[src/rtl/reg_alu_seq_pkg.sv]
// Purpose: shared constants, op codes and FSM encoding for the register/ALU sequencer.
// Latency: n/a (types and constants only).
// Backpressure: n/a.
package reg_alu_pkg;

   localparam int WIDTH = 16;
   localparam int NREGS = 8;
   localparam int AW    = $clog2(NREGS);

   localparam logic [1:0] OP_ADD = 2'b00;
   localparam logic [1:0] OP_SUB = 2'b01;
   localparam logic [1:0] OP_AND = 2'b10;
   localparam logic [1:0] OP_OR  = 2'b11;

   typedef enum logic [1:0] {
      IDLE = 2'b00,
      EXEC = 2'b01,
      WB   = 2'b10
   } state_t;

   // Only the arithmetic ops produce a meaningful carry; logic ops leave the flag alone.
   function automatic logic op_sets_carry(input logic [1:0] op);
      return (op == OP_ADD) || (op == OP_SUB);
   endfunction

endpackage

[src/rtl/reg_alu_seq_if.sv]
// Purpose: command channel into the sequencer (valid/ready plus command fields).
// Latency: n/a (wiring only).
// Backpressure: producer holds the command until cmd_ready is seen with cmd_valid.
interface reg_alu_seq_if;
   import reg_alu_pkg::*;

   logic              cmd_valid;
   logic              cmd_ready;
   logic              cmd_ld;
   logic [1:0]        cmd_op;
   logic [AW-1:0]     cmd_rd;
   logic [AW-1:0]     cmd_rs1;
   logic [AW-1:0]     cmd_rs2;
   logic [WIDTH-1:0]  cmd_imm;

   modport master (
      output cmd_valid, cmd_ld, cmd_op, cmd_rd, cmd_rs1, cmd_rs2, cmd_imm,
      input  cmd_ready
   );

   modport slave (
      input  cmd_valid, cmd_ld, cmd_op, cmd_rd, cmd_rs1, cmd_rs2, cmd_imm,
      output cmd_ready
   );

endinterface

[src/rtl/reg_alu_seq_reg_file.sv]
// Purpose: 8 x 16 register file, two async read ports, async debug read, one sync write.
// Latency: reads combinational; write visible the cycle after we_i.
// Backpressure: none; writes always accepted.
module reg_file_8x16
   import reg_alu_pkg::*;
(
   input  logic             clk,
   input  logic             rst_n,
   input  logic [AW-1:0]    ra_addr_i,
   output logic [WIDTH-1:0] ra_data_o,
   input  logic [AW-1:0]    rb_addr_i,
   output logic [WIDTH-1:0] rb_data_o,
   input  logic [AW-1:0]    dbg_addr_i,
   output logic [WIDTH-1:0] dbg_data_o,
   input  logic             we_i,
   input  logic [AW-1:0]    wr_addr_i,
   input  logic [WIDTH-1:0] wr_data_i
);

   logic [WIDTH-1:0] regs_q [NREGS];

   // Storage: whole array clears on reset, single write port otherwise.
   always_ff @(posedge clk or negedge rst_n) begin
      if (!rst_n) begin
         for (int i = 0; i < NREGS; i++) begin
            regs_q[i] <= '0;
         end
      end else if (we_i) begin
         regs_q[wr_addr_i] <= wr_data_i;
      end
   end

   assign ra_data_o  = regs_q[ra_addr_i];
   assign rb_data_o  = regs_q[rb_addr_i];
   assign dbg_data_o = regs_q[dbg_addr_i];

endmodule

[src/rtl/reg_alu_seq.sv]
// Purpose: register file + IDLE/EXEC/WB sequencer feeding an external combinational ALU.
// Latency: done 2 cycles after accept for ALU ops, 1 cycle for loads.
// Backpressure: cmd_ready high only in IDLE; optional zero flag under REG_ALU_ZFLAG_EN.
module reg_alu_seq
   import reg_alu_pkg::*;
(
   input  logic             clk,
   input  logic             rst_n,
   reg_alu_seq_if.slave     cmd,
   output logic [1:0]       alu_op,
   output logic [WIDTH-1:0] alu_a,
   output logic [WIDTH-1:0] alu_b,
   input  logic [WIDTH-1:0] alu_o,
   input  logic             alu_cout,
   output logic             done,
   output logic [WIDTH-1:0] result,
   output logic             carry,
`ifdef REG_ALU_ZFLAG_EN
   output logic             zero,
`endif
   input  logic [AW-1:0]    dbg_addr,
   output logic [WIDTH-1:0] dbg_data
);

   state_t           state_q, state_d;
   logic             ready_c;
   logic             done_c;
   logic             accept;
   logic [AW-1:0]    rd_q;
   logic [WIDTH-1:0] wb_val_q;
   logic [1:0]       alu_op_q;
   logic [WIDTH-1:0] alu_a_q, alu_b_q;
   logic [WIDTH-1:0] result_q;
   logic             carry_q;
   logic [WIDTH-1:0] rs1_data, rs2_data;

   reg_file_8x16 u_rf (
      .clk        (clk),
      .rst_n      (rst_n),
      .ra_addr_i  (cmd.cmd_rs1),
      .ra_data_o  (rs1_data),
      .rb_addr_i  (cmd.cmd_rs2),
      .rb_data_o  (rs2_data),
      .dbg_addr_i (dbg_addr),
      .dbg_data_o (dbg_data),
      .we_i       (state_q == WB),
      .wr_addr_i  (rd_q),
      .wr_data_i  (wb_val_q)
   );

   // State register.
   always_ff @(posedge clk or negedge rst_n) begin
      if (!rst_n) begin
         state_q <= IDLE;
      end else begin
         state_q <= state_d;
      end
   end

   // Next state plus handshake/done outputs; loads skip EXEC entirely.
   always_comb begin
      state_d = state_q;
      ready_c = 1'b0;
      done_c  = 1'b0;
      unique case (state_q)
         IDLE: begin
            ready_c = 1'b1;
            if (cmd.cmd_valid) begin
               state_d = cmd.cmd_ld ? WB : EXEC;
            end
         end
         EXEC: state_d = WB;
         WB: begin
            done_c  = 1'b1;
            state_d = IDLE;
         end
         default: state_d = IDLE;
      endcase
   end

   assign accept        = cmd.cmd_valid & ready_c;
   assign cmd.cmd_ready = ready_c;

   // Datapath: latch command on accept, capture ALU in EXEC, publish result in WB.
   always_ff @(posedge clk or negedge rst_n) begin
      if (!rst_n) begin
         rd_q     <= '0;
         wb_val_q <= '0;
         alu_op_q <= '0;
         alu_a_q  <= '0;
         alu_b_q  <= '0;
         result_q <= '0;
         carry_q  <= 1'b0;
      end else begin
         if (accept) begin
            rd_q <= cmd.cmd_rd;
            if (cmd.cmd_ld) begin
               wb_val_q <= cmd.cmd_imm;
            end else begin
               alu_a_q  <= rs1_data;
               alu_b_q  <= rs2_data;
               alu_op_q <= cmd.cmd_op;
            end
         end
         if (state_q == EXEC) begin
            wb_val_q <= alu_o;
            if (op_sets_carry(alu_op_q)) begin
               carry_q <= alu_cout;
            end
         end
         if (state_q == WB) begin
            result_q <= wb_val_q;
         end
      end
   end

`ifdef REG_ALU_ZFLAG_EN
   logic zero_q;

   // Zero flag tracks every write-back, loads included.
   always_ff @(posedge clk or negedge rst_n) begin
      if (!rst_n) begin
         zero_q <= 1'b0;
      end else if (state_q == WB) begin
         zero_q <= (wb_val_q == '0);
      end
   end

   assign zero = zero_q;
`endif

   assign alu_op = alu_op_q;
   assign alu_a  = alu_a_q;
   assign alu_b  = alu_b_q;
   assign done   = done_c;
   assign result = result_q;
   assign carry  = carry_q;

endmodule

[src/flat_wrapper.sv]
// flat-port wrapper written by rule: the top's interface ports become plain ports
module reg_alu_seq_flat import reg_alu_pkg::*;
  (clk, rst_n, alu_op, alu_a, alu_b, alu_o, alu_cout, done, result, carry, dbg_addr, dbg_data, cmd_cmd_valid, cmd_cmd_ld, cmd_cmd_op, cmd_cmd_rd, cmd_cmd_rs1, cmd_cmd_rs2, cmd_cmd_imm, cmd_cmd_ready);
  reg_alu_seq_if cmd_i ();
  input  logic clk;
  input  logic rst_n;
  output logic [1:0] alu_op;
  output logic [WIDTH-1:0] alu_a;
  output logic [WIDTH-1:0] alu_b;
  input  logic [WIDTH-1:0] alu_o;
  input  logic alu_cout;
  output logic done;
  output logic [WIDTH-1:0] result;
  output logic carry;
  input  logic [AW-1:0] dbg_addr;
  output logic [WIDTH-1:0] dbg_data;
  input wire logic [$bits(cmd_i.cmd_valid)-1:0] cmd_cmd_valid;
  input wire logic [$bits(cmd_i.cmd_ld)-1:0] cmd_cmd_ld;
  input wire logic [$bits(cmd_i.cmd_op)-1:0] cmd_cmd_op;
  input wire logic [$bits(cmd_i.cmd_rd)-1:0] cmd_cmd_rd;
  input wire logic [$bits(cmd_i.cmd_rs1)-1:0] cmd_cmd_rs1;
  input wire logic [$bits(cmd_i.cmd_rs2)-1:0] cmd_cmd_rs2;
  input wire logic [$bits(cmd_i.cmd_imm)-1:0] cmd_cmd_imm;
  output wire logic [$bits(cmd_i.cmd_ready)-1:0] cmd_cmd_ready;
  assign cmd_i.cmd_valid = cmd_cmd_valid;
  assign cmd_i.cmd_ld = cmd_cmd_ld;
  assign cmd_i.cmd_op = cmd_cmd_op;
  assign cmd_i.cmd_rd = cmd_cmd_rd;
  assign cmd_i.cmd_rs1 = cmd_cmd_rs1;
  assign cmd_i.cmd_rs2 = cmd_cmd_rs2;
  assign cmd_i.cmd_imm = cmd_cmd_imm;
  assign cmd_cmd_ready = cmd_i.cmd_ready;
  reg_alu_seq u_core (.clk(clk), .rst_n(rst_n), .cmd(cmd_i), .alu_op(alu_op), .alu_a(alu_a), .alu_b(alu_b), .alu_o(alu_o), .alu_cout(alu_cout), .done(done), .result(result), .carry(carry), .dbg_addr(dbg_addr), .dbg_data(dbg_data));
endmodule
[config.mk]
export PLATFORM = sky130hd
export DESIGN_NAME = reg_alu_seq_flat
export DESIGN_NICKNAME = d
export VERILOG_FILES = /design/src/rtl/reg_alu_seq_pkg.sv /design/src/rtl/reg_alu_seq_if.sv /design/src/rtl/reg_alu_seq_reg_file.sv /design/src/rtl/reg_alu_seq.sv /design/src/flat_wrapper.sv
export SDC_FILE = /design/constraint.sdc
export NUM_CORES = 1
export LEC_CHECK = 0
export CAP_MARGIN = 10
export CORE_UTILIZATION = 52
export CTS_BUF_LIST = sky130_fd_sc_hd__clkbuf_16
export DETAILED_ROUTE_END_ITERATION = 7
export PLACE_DENSITY = 0.78
export SYNTH_ARGS = -nofsm -noshare
export SYNTH_HDL_FRONTEND = slang
export SYNTH_SLANG_ARGS = --single-unit
[constraint.sdc]
create_clock -name clk -period 1.75 [get_ports clk]
set_clock_uncertainty 0.05 [all_clocks]
set_input_delay 0.175 -clock clk [delete_from_list [all_inputs] [get_ports clk]]
set_output_delay 0.175 -clock clk [all_outputs]
set_load 0.05 [all_outputs]
# Word-level counts from Yosys, hierarchy flattened
# Cells that the tools add are included.
# W data, S select, Z words.
[word_totals]
regBits = 200
in_bits = 51
elab_cells = 60
[classes]
order_cmp = 5
n_eq_ne = 4
n_mux = 20
bitwise = 6
reduce_logical = 9
[ops]
columns = ["operator", "n"]
rows = [
  ["$mux W16", 10],
  ["$bmux W16 S3", 3],
  ["$bwmux W128", 1],
  ["$demux W16 S3", 1],
  ["$ge A4 B4 Y1 const B", 4],
  ["$not A3 Y4", 4],
  ["$reduce_and A2 Y1", 3],
  ["$eq A2 B1 Y1 const B", 2],
  ["$logic_not A2 Y1", 2],
  ["$lt A4 B1 Y1 const B", 1],
  ["$mux W2", 2],
  ["$pmux W2 S2", 1],
  ["$reduce_bool A2 Y1", 2],
  ["$eq A2 B2 Y1 const B", 1],
  ["$mux W1", 2],
  ["$ne A2 B2 Y1 const B", 1],
  ["$and A1 B1 Y1", 1],
  ["$logic_and A1 B1 Y1", 1],
  ["$logic_or A1 B1 Y1", 1],
  ["$not A1 Y1", 1],
]

# Depth between registers and ports, before layout
[logic_depth]
ltp_word = 6
mapped_depth = 6
ltp_nobuf = 4

# Modules after synthesis
# From an unflattened synthesis, not the netlist that was laid out.
[unflattened]
cells_unflattened = 625
area_unflattened_um2 = 10999.3
[modules_own_cells]
columns = ["module", "instances", "cells_each", "area_each_um2", "seq_area_each_um2"]
rows = [
  ["reg_file_8x16", 1, 450, 8062.7, 3203.1],
  ["reg_alu_seq", 1, 175, 2936.6, 1801.7],
]

# Least setup slack after synthesis
# No wires, ideal clock.
[synth_path]
path_type = "register to register"
start = "register u_core.state_q[1]"
end = "register u_core.rd_q[0]"
arrival_ns = 1.706
required_time_ns = 1.575
slack_ns = -0.131
path_stages_with_launch = 4
synth_period_minus_slack_ns = 1.881
cell_sequence = "dfrtp_1 > nor2_1 > and2_1 > mux2_2"
[synth_via]
elab_chain_len = 3
[synth_rtl]
columns = ["element", "line_no", "text"]
rows = [
  ["from (decl)", "reg_alu_seq.sv:25", "state_t state_q, state_d;"],
  ["from (signal assigned)", "reg_alu_seq.sv:56", "state_q <= state_d;"],
  ["$logic_not A2 Y1", "reg_alu_seq.sv:65", "unique case (state_q)"],
  ["$mux W1", "reg_alu_seq.sv:65", ""],
  ["named net cmd_cmd_ready", "flat_wrapper.sv:24", "output wire logic [$bits(cmd_i.cmd_ready)-1:0] cmd_cmd_ready;"],
  ["$and A1 B1 Y1", "reg_alu_seq.sv:81", "assign accept = cmd.cmd_valid & ready_c;"],
  ["to (signal assigned)", "reg_alu_seq.sv:96", "rd_q <= cmd.cmd_rd;"],
  ["to (decl)", "reg_alu_seq.sv:29", "logic [AW-1:0] rd_q;"],
]
# The timed path passes the listed nets, and every way through them passes these cells.
# A chain may end at the register's enable or synchronous reset.

# Final worst setup path
[layout_path]
start = "register u_core.u_rf.regs_q[85] in the netlist's numbering"
end = "output dbg_data[5]"
[layout_via]
elab_chain_len = 3
[layout_rtl]
columns = ["element", "line_no", "text"]
rows = [
  ["from (decl)", "reg_alu_seq_reg_file.sv:20", "logic [WIDTH-1:0] regs_q [NREGS];"],
  ["from (signal, indexed assignment)", "reg_alu_seq_reg_file.sv:29", "regs_q[wr_addr_i] <= wr_data_i;"],
  ["$bmux W16 S3", "reg_alu_seq_reg_file.sv:35", "assign dbg_data_o = regs_q[dbg_addr_i];"],
  ["$mux W16 (implied by the code) (2 in a row)", "reg_alu_seq_reg_file.sv:35", ""],
  ["to (decl)", "flat_wrapper.sv:16", "output logic [WIDTH-1:0] dbg_data;"],
]
# Every way passes these cells. The select of a mux whose other input is x is not followed.

==> parameters.txt <==
Parameter                              Value

Timing
  Final clock period utilization by the worst path ... 118%
  Final worst slack ... -0.323 ns
  RSZ-0062 raised after global routing ... yes
  Worst hold margin ... 0.197 ns
  Setup TNS ... -12.37 ns
  Worst slew margin ... 65.3%
  Worst Tran Pin Value ... 0.520 ns
  Min Clock Period, post-route ... 2.07 ns
  Final Slew Violations ... 0
  Final Setup Violations ... 150
  Achievable Freq ... 0.482 GHz
  Count of endpoints failing hold in the final timing report ... 0

Critical path
  Buffering stage count on the worst path with inverters included ... 1
  Largest fanout on the critical path ... 4
  Startpoint-to-endpoint class of the critical path ... reg -> out
  Cell at the slowest stage of the critical path ... mux4_2
  Critical path launch point type ... flip-flop
  Critical path required time ... 1.52 ns
  Largest incremental delay on the critical path ... 0.49 ns
  Worst r2r path cells ... 5
  CP Capture Type ... primary output
  Cell chain of the critical path ... mux4_2 -> mux2_4 -> buf_6
  Register-to-Register Setup Slack ... -0.16 ns
  Crit path max-delay family ... multiplexers
  Critical R2R Launch ... u_core.state_q[0]
  Arrival time of data at the critical path endpoint ... 1.85 ns
  Worst R2R End ... u_core.u_rf.regs_q[48]

Logic synthesis
  Portion of netlist area occupied by mux cells ... 38.8%
  Count of flip-flops with a built-in enable after synthesis ... 0
  Gate Count Post-Synth ... 823
  Post-synthesis register bit count ... 200
  Sequential area share after synthesis ... 46.6%
  Syn avg cell area ... 13.1 sq um
  Synth cell types ... 28
  Dominant combinational cell family by area after synthesis ... multiplexers
  Compound-Gate Fraction of Synth Area ... 6.75%
  Adder-cell share of the synthesized area ... 0%
  Share of the synthesized netlist area taken by xor and xnor gates ... 0%
  Area of the mapped netlist ... 10700 sq um
  Most used flip-flop cell after synthesis ... dfrtp_1
  Synth Warn # ... 0
  Simple-gate area share of the yosys netlist ... 4.38%
  Fraction of registers with async set/reset ... 100%
  Net count after synthesis ... 874

Clock tree
  Clock Sink Count ... 200
  Clock network latency to the later pin of the worst-skew pair ... 0.45 ns
  Number of buffers created by CTS ... 17
  TritonCTS clock tree ... yes
  Root buffer cell ... clkbuf_16
  Number of H-tree branching levels ... 4
  Clock slew at the register clock pins of the worst setup and hold paths ... 0.08 ns
  Longest Clk Path Bufs ... 2

Floorplanning
  Placement row count ... 52
  Starting density of the core ... 53.1%
  Core ar. ... 20200 sq um
  Boundary pin count ... 120
  Chip width ... 146 microns
  Die height ... 146 microns
  Area of the die ... 21300 sq um

Placed design
  Count of port buffers added during placement ... 119
  Setup Slack @ Placement ... -0.338 ns
  Global placer's final weighted congestion ... 0.841
  Cell Count Post-Placement ... 1198
  Estimated wirelength of the detail-placed design ... 18600 microns
  Cell area reported after detailed placement ... 12600 sq um

Global routing
  Number of antenna violations at the first check in global routing ... 0
  Combined global-route utilization of all metal layers ... 30.1%
  Maximum number of pins on one net before global-route repair ... 53
  First-pass GRT wire length ... 48600 microns
  Overall overflow remaining after global route ... 0
  Number of global-route vias before repair ... 8305

Final layout
  Most used cells in the layout excluding fill and tap cells ... 200 x dfrtp_1, 180 x buf_4, 167 x mux2_2
  Proportion of layout cells with a drive suffix above 1 ... 57.9%
  Commonest non-fill, non-tap cell in the layout ... dfrtp_1
  Area delta synth->final ... 42.0%
  Final core utilization ... 75.4%
  Finished Layout Cells ... 1360
  Number of nets in the layout ... 1128
  Finished Cell Area ... 15300 sq um
  N_diodes ... 0

Power and ir drop
  Switching Share ... 40.2%
  Power Dens Cells ... 1670 nW/um^2
  Combinational fraction of design power ... 51.6%
  Proportion of power drawn by flip-flops and latches ... 33.2%
  Total internal power ... 15.2 mW
  Power share of the clock group ... 15.1%
  Total net switching power ... 10.2 mW
  Power, Total ... 25.5 mW
  Peak supply drop ... 0.000980 V
  Static Leakage ... 7.09 nW

Detailed routing
  Detail-routed net length per standard cell ... 26.0 microns
  Final wirelength ... 35300 microns
  Via density per instance ... 6.34
  Count of nets left with antenna violations after detail routing ... 0
  Number of DRC markers after the initial detailed-route iteration ... 837
  1st-pass router iterations ... 7
  Number of DRC violations after detailed routing ... 0
  Count of vias placed by the detailed router ... 8626

Outcome
  Violations in the final reports ... negative setup slack
  Run status ... finished with violations

Min path
  Tightest Hold Check Type ... in -> async

Run
  Count of max-cap constraint violations ... 0
[registers in the layout (all words and copies together) (netlist names)]
| register | flops |
|---|---|
| u_core.alu_a | 16 |
| u_core.alu_b | 16 |
| u_core.alu_op | 2 |
| u_core.carry | 1 |
| u_core.rd_q | 3 |
| u_core.result | 16 |
| u_core.state_q | 2 |
| u_core.u_rf.regs_q | 128 |
| u_core.wb_val_q | 16 |
[worst reg2reg max path: stages, from the launching register on]
cell      delay [ns]
dfrtp_1         0.43
nand3b_1        0.27
buf_4           0.20
or3_4           0.34
buf_12          0.18
mux2_2          0.31
[worst max path at each step]
stage	start	to	slack [ns]	cells after the start
after global placement	cmd_cmd_valid	u_core.alu_a[4]	-0.27	5
after detailed placement	cmd_cmd_valid	u_core.alu_a[15]	-0.34	5
after CTS	u_core.u_rf.regs_q[7]	dbg_data[7]	-0.28	3
final	u_core.u_rf.regs_q[85]	dbg_data[5]	-0.32	3
after global routing	u_core.u_rf.regs_q[85]	dbg_data[5]	-0.35	3
after floorplan	u_core.state_q[0]	u_core.u_rf.regs_q[37]	-0.09	4
[cell type report]
cell class,count,area [sq um]
Multi-Input combinational cell,544,6150
Sequential cell,200,5000
Fill cell,1128,4970
Timing Repair Buffer,312,3200
Clock buffer,17,425
Tap cell,270,338
Clock inverter,15,133
Inverter,2,12.5
[per-layer routing]
layer  wire length, microns  up-vias  share of wire (%)  global-route usage [%]
li1                       -     3578                  -                       -
met4                   1620        0                4.6                    10.6
met2                  17100      509                 49                    49.1
met1                  14000     4398                 40                    40.6
met3                   2610      141                7.4                    5.17
met5                      0        -                  0                       0
[repair_timing]
item | CTS | global route
hold buffers | 1 | 0
buffers inserted | 96 | 22
pin swaps | 1 | 41
gates resized for setup | 57 | 174
setup endpoints to repair | 96 | 158
gates cloned | 2 | 9
hold endpoints to repair | 45 | 0
[power groups by stage]
stage               combinational, mW  clock [mW]  sequential (mW)
CTS                              11.4        3.84             8.13
global route                     13.7        4.03             8.59
finish                           13.1        3.85             8.45
detailed placement               8.91           0             8.70
floorplan                        5.44           0             9.29
global placement                 8.70           0             8.60
[cell usage after synthesis, types with 4 or more instances]
| library cell | number | share of area [%] |
|---|---|---|
| mux2_2 | 233 | 24 |
| buf_6 | 5 | 0.52 |
| mux2_4 | 11 | 1.5 |
| mux4_2 | 32 | 6.7 |
| nand2_1 | 83 | 2.9 |
| nor2_1 | 5 | 0.17 |
| clkbuf_2 | 9 | 0.42 |
| o31ai_1 | 32 | 2.2 |
| o22ai_1 | 32 | 1.9 |
| nor2b_1 | 4 | 0.23 |
| dfrtp_1 | 200 | 47 |
| buf_2 | 24 | 1.1 |
| mux2i_1 | 64 | 6.0 |
| clkbuf_1 | 34 | 1.2 |
| a22o_1 | 32 | 2.6 |
| buf_1 | 5 | 0.17 |
[kinds of logic after synthesis]
family / count (synthesis)
AOI/OAI and AO/OA: 97
DFF: 200
and+or+nand+nor: 105
muxes: 342
buffers and inverters: 79
(Power assumes the default switching activity.)
==> edit 1 (same settings) <==
Re-encode `state_t` (3 states) as one-hot, 3 bits wide.
--- a/src/rtl/reg_alu_seq_pkg.sv
+++ b/src/rtl/reg_alu_seq_pkg.sv
@@ -14,6 +14,6 @@
 
-   typedef enum logic [1:0] {
-      IDLE = 2'b00,
-      EXEC = 2'b01,
-      WB   = 2'b10
+   typedef enum logic [2:0] {
+      IDLE = 3'b001,
+      EXEC = 3'b010,
+      WB   = 3'b100
    } state_t;
Function: same outputs for any inputs over 4 cycles, from zero or initial values and one cycle with rst_n low; so few cycles prove little.
==> edit 1 against the original RTL <==
- the flow still finishes with violations (setup timing)
- sequential cell count rose by 1
- count of clock-buffer cells in the layout rose by 6
- routed wire length rose by 23%
- synthesized area rose by 1.2%
- design area rose by 5.2%
- sequential power rose by 11%
- via count rose by 8.3%
- power rose by 13%
- worst setup slack got worse by 0.17 ns
- largest cell class unchanged
- largest power group unchanged
==> edit 1: results (changes against the original RTL) <==
Post-synth top cells: mux2_2 (252), dfrtp_1 (200), mux2i_1 (64)
largest net degree at the start of global routing: 57 (+7.5%)
# H-tree levels: 1 (-3)
placer's final routability congestion estimate: 0.795 (-5.5%)
port bufs: 119 (unchanged)
fraction of the mapped netlist area in compound gates: 8.22% (+1.5 points)
Final Setup Violations: 193 (+29%)
syn nets: 848 (-3.0%)
Reg2Reg Setup Slack: -0.27 ns (-0.11 ns)
total CTS buffers: 22 (+5)
HPWL Detailed: 18.9 mm (+1.3%)
Worst Setup EP: dbg_data[6]
worst stage delay on the critical path: 0.56 ns (+0.07 ns)
drt first-iter violations: 1076 (+29%)
clock buffer depth: 3 (+1)
failing checks: setup timing
clock-pin slew on the worst setup and hold paths: 0.06 ns (-0.02 ns)
setup ws final: -0.490 ns (-0.167 ns)
Max rail drop VDD: 1.10 mV (+12%)
Final nets: 1101 (-2.4%)
Pre-antenna DRT Iters: 5 (-2)
Via Count: 9345 (+8.3%)
Avg WL per Cell: 32.6 um (+25%)
Leak: 7.48 nW (+5.4%)
Cell variety after synth: 37 (+32%)
number of global-route vias before repair: 9046 (+8.9%)
first-pass GRT wire length: 54.1 mm (+11%)
Worst EP arrival: 2.01 ns (+0.16 ns)
worst r2r src: u_core.state_q[0]$_DFFE_PN1P_
register area share after synthesis: 46.2% (-0.32 points)
R2R cell count: 7 (+2)
status: finished with violations
[edit 1: layer usage]
layer  global-route usage [%]  wire length (um)  vias to the layer above
li1                         -                 -                     3557
met1                     43.1             15200                     4665
met2                     53.3             19300                      830
met3                     6.34              5280                      293
met4                     17.4              3690                        0
met5                        0                 0                        -
[edit 1: cells by family after synthesis]
group | after synthesis
multiplexers | 358
AND/OR/NAND/NOR | 31
buffers and inverters | 77
AO/OA/AOI/OAI | 130
flip-flops | 201
[edit 1: cell type report]
cell class,count,area [um2]
clock inverters,14,55.1
flip-flops and latches,201,5030
clock buffers,23,576
repair buffers,305,3270
multi-input cells,519,6780
fillers,973,4310
inverters,1,6.26
well taps,270,338
[edit 1: worst min-delay path by stage]
| stage | from | cells past startpoint | end |
|---|---|---|---|
| 2_1_floorplan | rst_n | 0 | u_core.alu_a[0]$_DFFE_PN0P_ |
| 3_3_place_gp | rst_n | 1 | u_core.carry$_DFFE_PN0P_ |
| 3_5_place_dp | rst_n | 1 | u_core.alu_op[0]$_DFFE_PN0P_ |
| 4_1_cts | rst_n | 2 | u_core.carry$_DFFE_PN0P_ |
| 5_1_grt | rst_n | 2 | u_core.state_q[1]$_DFFE_PN0P_ |
| 6_report | rst_n | 2 | u_core.alu_op[0]$_DFFE_PN0P_ |
[edit 1: stage by stage]
step / hold slack, ns / instances / power [mW] / instance area, um2 / setup TNS [ns]
after floorplan: -0.171 / 797 / 15.5 / 11000 / -4.64
after global placement: 0.139 / 1159 / 18.4 / 12700 / -3.11
after detailed placement: 0.140 / 1159 / 18.7 / 12700 / -3.60
after CTS: 0.184 / 1298 / 25.6 / 14900 / -20.18
after global routing: 0.205 / 1333 / 29.3 / 16100 / -27.42
final: 0.161 / 1333 / 28.7 / 16100 / -23.19
[edit 1: worst register-to-register path: stages, from the launching register on]
cell	delay, ns
dfstp_2	0.55
buf_6	0.13
buf_6	0.11
nand4b_1	0.18
a21oi_4	0.29
buf_6	0.15
buf_16	0.13
mux2_4	0.30
[edit 1: timing repair]
action                                 CTS  global route
setup endpoints to repair               83           210
endpoints found under the hold margin   73             0
gates resized for setup                182           170
hold buffers                             1             0
pin swaps                               16            38
gates cloned                             7            10
buffers inserted                        95            31
[edit 1: power by group]
part / switching [mW] / internal, mW / total, mW
combinational: 7.27 / 7.67 / 14.9
sequential: 2.66 / 6.76 / 9.42
clock: 1.97 / 2.35 / 4.32
==> edit 2 (config.mk and constraints unchanged) <==
Made on the original files. Change the package constant `WIDTH` from 16 to 12.
--- a/src/rtl/reg_alu_seq_pkg.sv
+++ b/src/rtl/reg_alu_seq_pkg.sv
@@ -5,3 +5,3 @@
 
-   localparam int WIDTH = 16;
+   localparam int WIDTH = 12;
    localparam int NREGS = 8;
Ports: changed (6 resized); port bits go from 120 to 96. No check against the original RTL was run, so the function may have changed too.
==> edit 2 against the original RTL <==
- the run still ends with setup timing left
- power is 25% lower
- critical path type unchanged
- worst setup slack gained 0.055 ns
- design area decreased by 27%
- critical endpoint is now dbg_data[9]
- synthesized area shrank 24%
- critical path depth did not move
- highest routed layer unchanged
- sequential cell count shrank 48
- routed wire length decreased by 31%
==> edit 2: results (changes against the original RTL) <==
setup repair bufs after CTS: 76 (-21%)
Leak: 5.11 nW (-28%)
mux contribution to synthesized area: 40.4% (+1.6 points)
number of global-route vias before repair: 6454 (-22%)
Worst EP arrival: 1.79 ns (-0.06 ns)
syn nets: 644 (-26%)
clock-pin slew on the worst setup and hold paths: 0.06 ns (-0.02 ns)
beginning of the critical path: u_core.u_rf.regs_q[69]$_DFFE_PN0P_
failing checks: setup timing
Final nets: 833 (-26%)
port bufs: 95 (-20%)
Pre-antenna DRT Iters: 5 (-2)
largest net degree at the start of global routing: 50 (-5.7%)
Via Count: 6327 (-27%)
setup ws final: -0.269 ns (+0.0545 ns)
Final Setup Violations: 102 (-32%)
post-cts sizing count: 41 (-28%)
Post-synth top cells: mux2_2 (187), dfrtp_1 (152), mux2i_1 (48), nand2_1 (27), clkbuf_1 (25)
HPWL Detailed: 13.9 mm (-25%)
fraction of the mapped netlist area in compound gates: 6.70% (-0.053 points)
Power Internal: 11.8 mW (-22%)
register area share after synthesis: 46.7% (+0.14 points)
Clk. pwr: 3.39 mW (-12%)
clk_lat worst skew: 0.43 ns (-0.02 ns)
status: finished with violations
max FFs per register: 96 (-25%)
edit 2: cell types whose count changed after synthesis, sizes merged, moves of 8 or more:
cell / change
nand2: -56
dfrtp: -48
mux2: -48
clkbuf: -18
mux2i: -16
a22o: -8
mux4: -8
o22ai: -8
o31ai: -8
edit 2: cells by family (layout without fill, tap and decap cells):
| logic type | count (synthesis) | after routing |
|---|---|---|
| muxes | 270 | 270 |
| buffers and inverters | 57 | 257 |
| AOI/OAI and AO/OA | 73 | 73 |
| DFF | 152 | 152 |
| and+or+nand+nor | 49 | 51 |
edit 2: final timing paths:
path	end	slack, ns	depth (start not counted)
min in group clk	u_core.carry$_DFFE_PN0P_	0.31	2
setup reg to reg	u_core.u_rf.regs_q[34]$_DFFE_PN0P_	-0.22	6
hold / removal	u_core.wb_val_q[0]$_DFFE_PN0P_	0.20	2
setup / recovery	dbg_data[9]	-0.27	3
hold reg to reg	u_core.alu_a[0]$_DFFE_PN0P_	0.44	2
max in group asynchronous	u_core.alu_b[7]$_DFFE_PN0P_	0.77	3
edit 2: through the flow:
stage	power, mW	TNS, ns	area [um2]	std cells	hold slack (ns)
after floorplan	11.4	-0.839	8160	601	-0.171
after global placement	13.2	-7.45	9510	890	0.0541
after detailed placement	13.6	-8.76	9510	890	0.0605
after CTS	18.4	-4.86	10800	999	0.171
after global routing	19.8	-10.64	11200	1014	0.221
final	19.1	-8.42	11200	1014	0.200
edit 2: routing by layer:
layer	wire [um]	global-route usage [%]	vias to the layer above
met1	9390	37.6	3196
met3	1990	5.40	95
met4	1000	15.0	0
met5	0	0	-
li1	-	-	2656
met2	12100	48.6	380
edit 2: layout make-up:
type                       count  area [um2]
clock buffer                  17         425
clock inverter                15         109
fill                         949        4100
inverter                       2        7.51
multi-input combinational    394        4350
sequential                   152        3810
tap                          211         264
timing repair buffer         223        2190
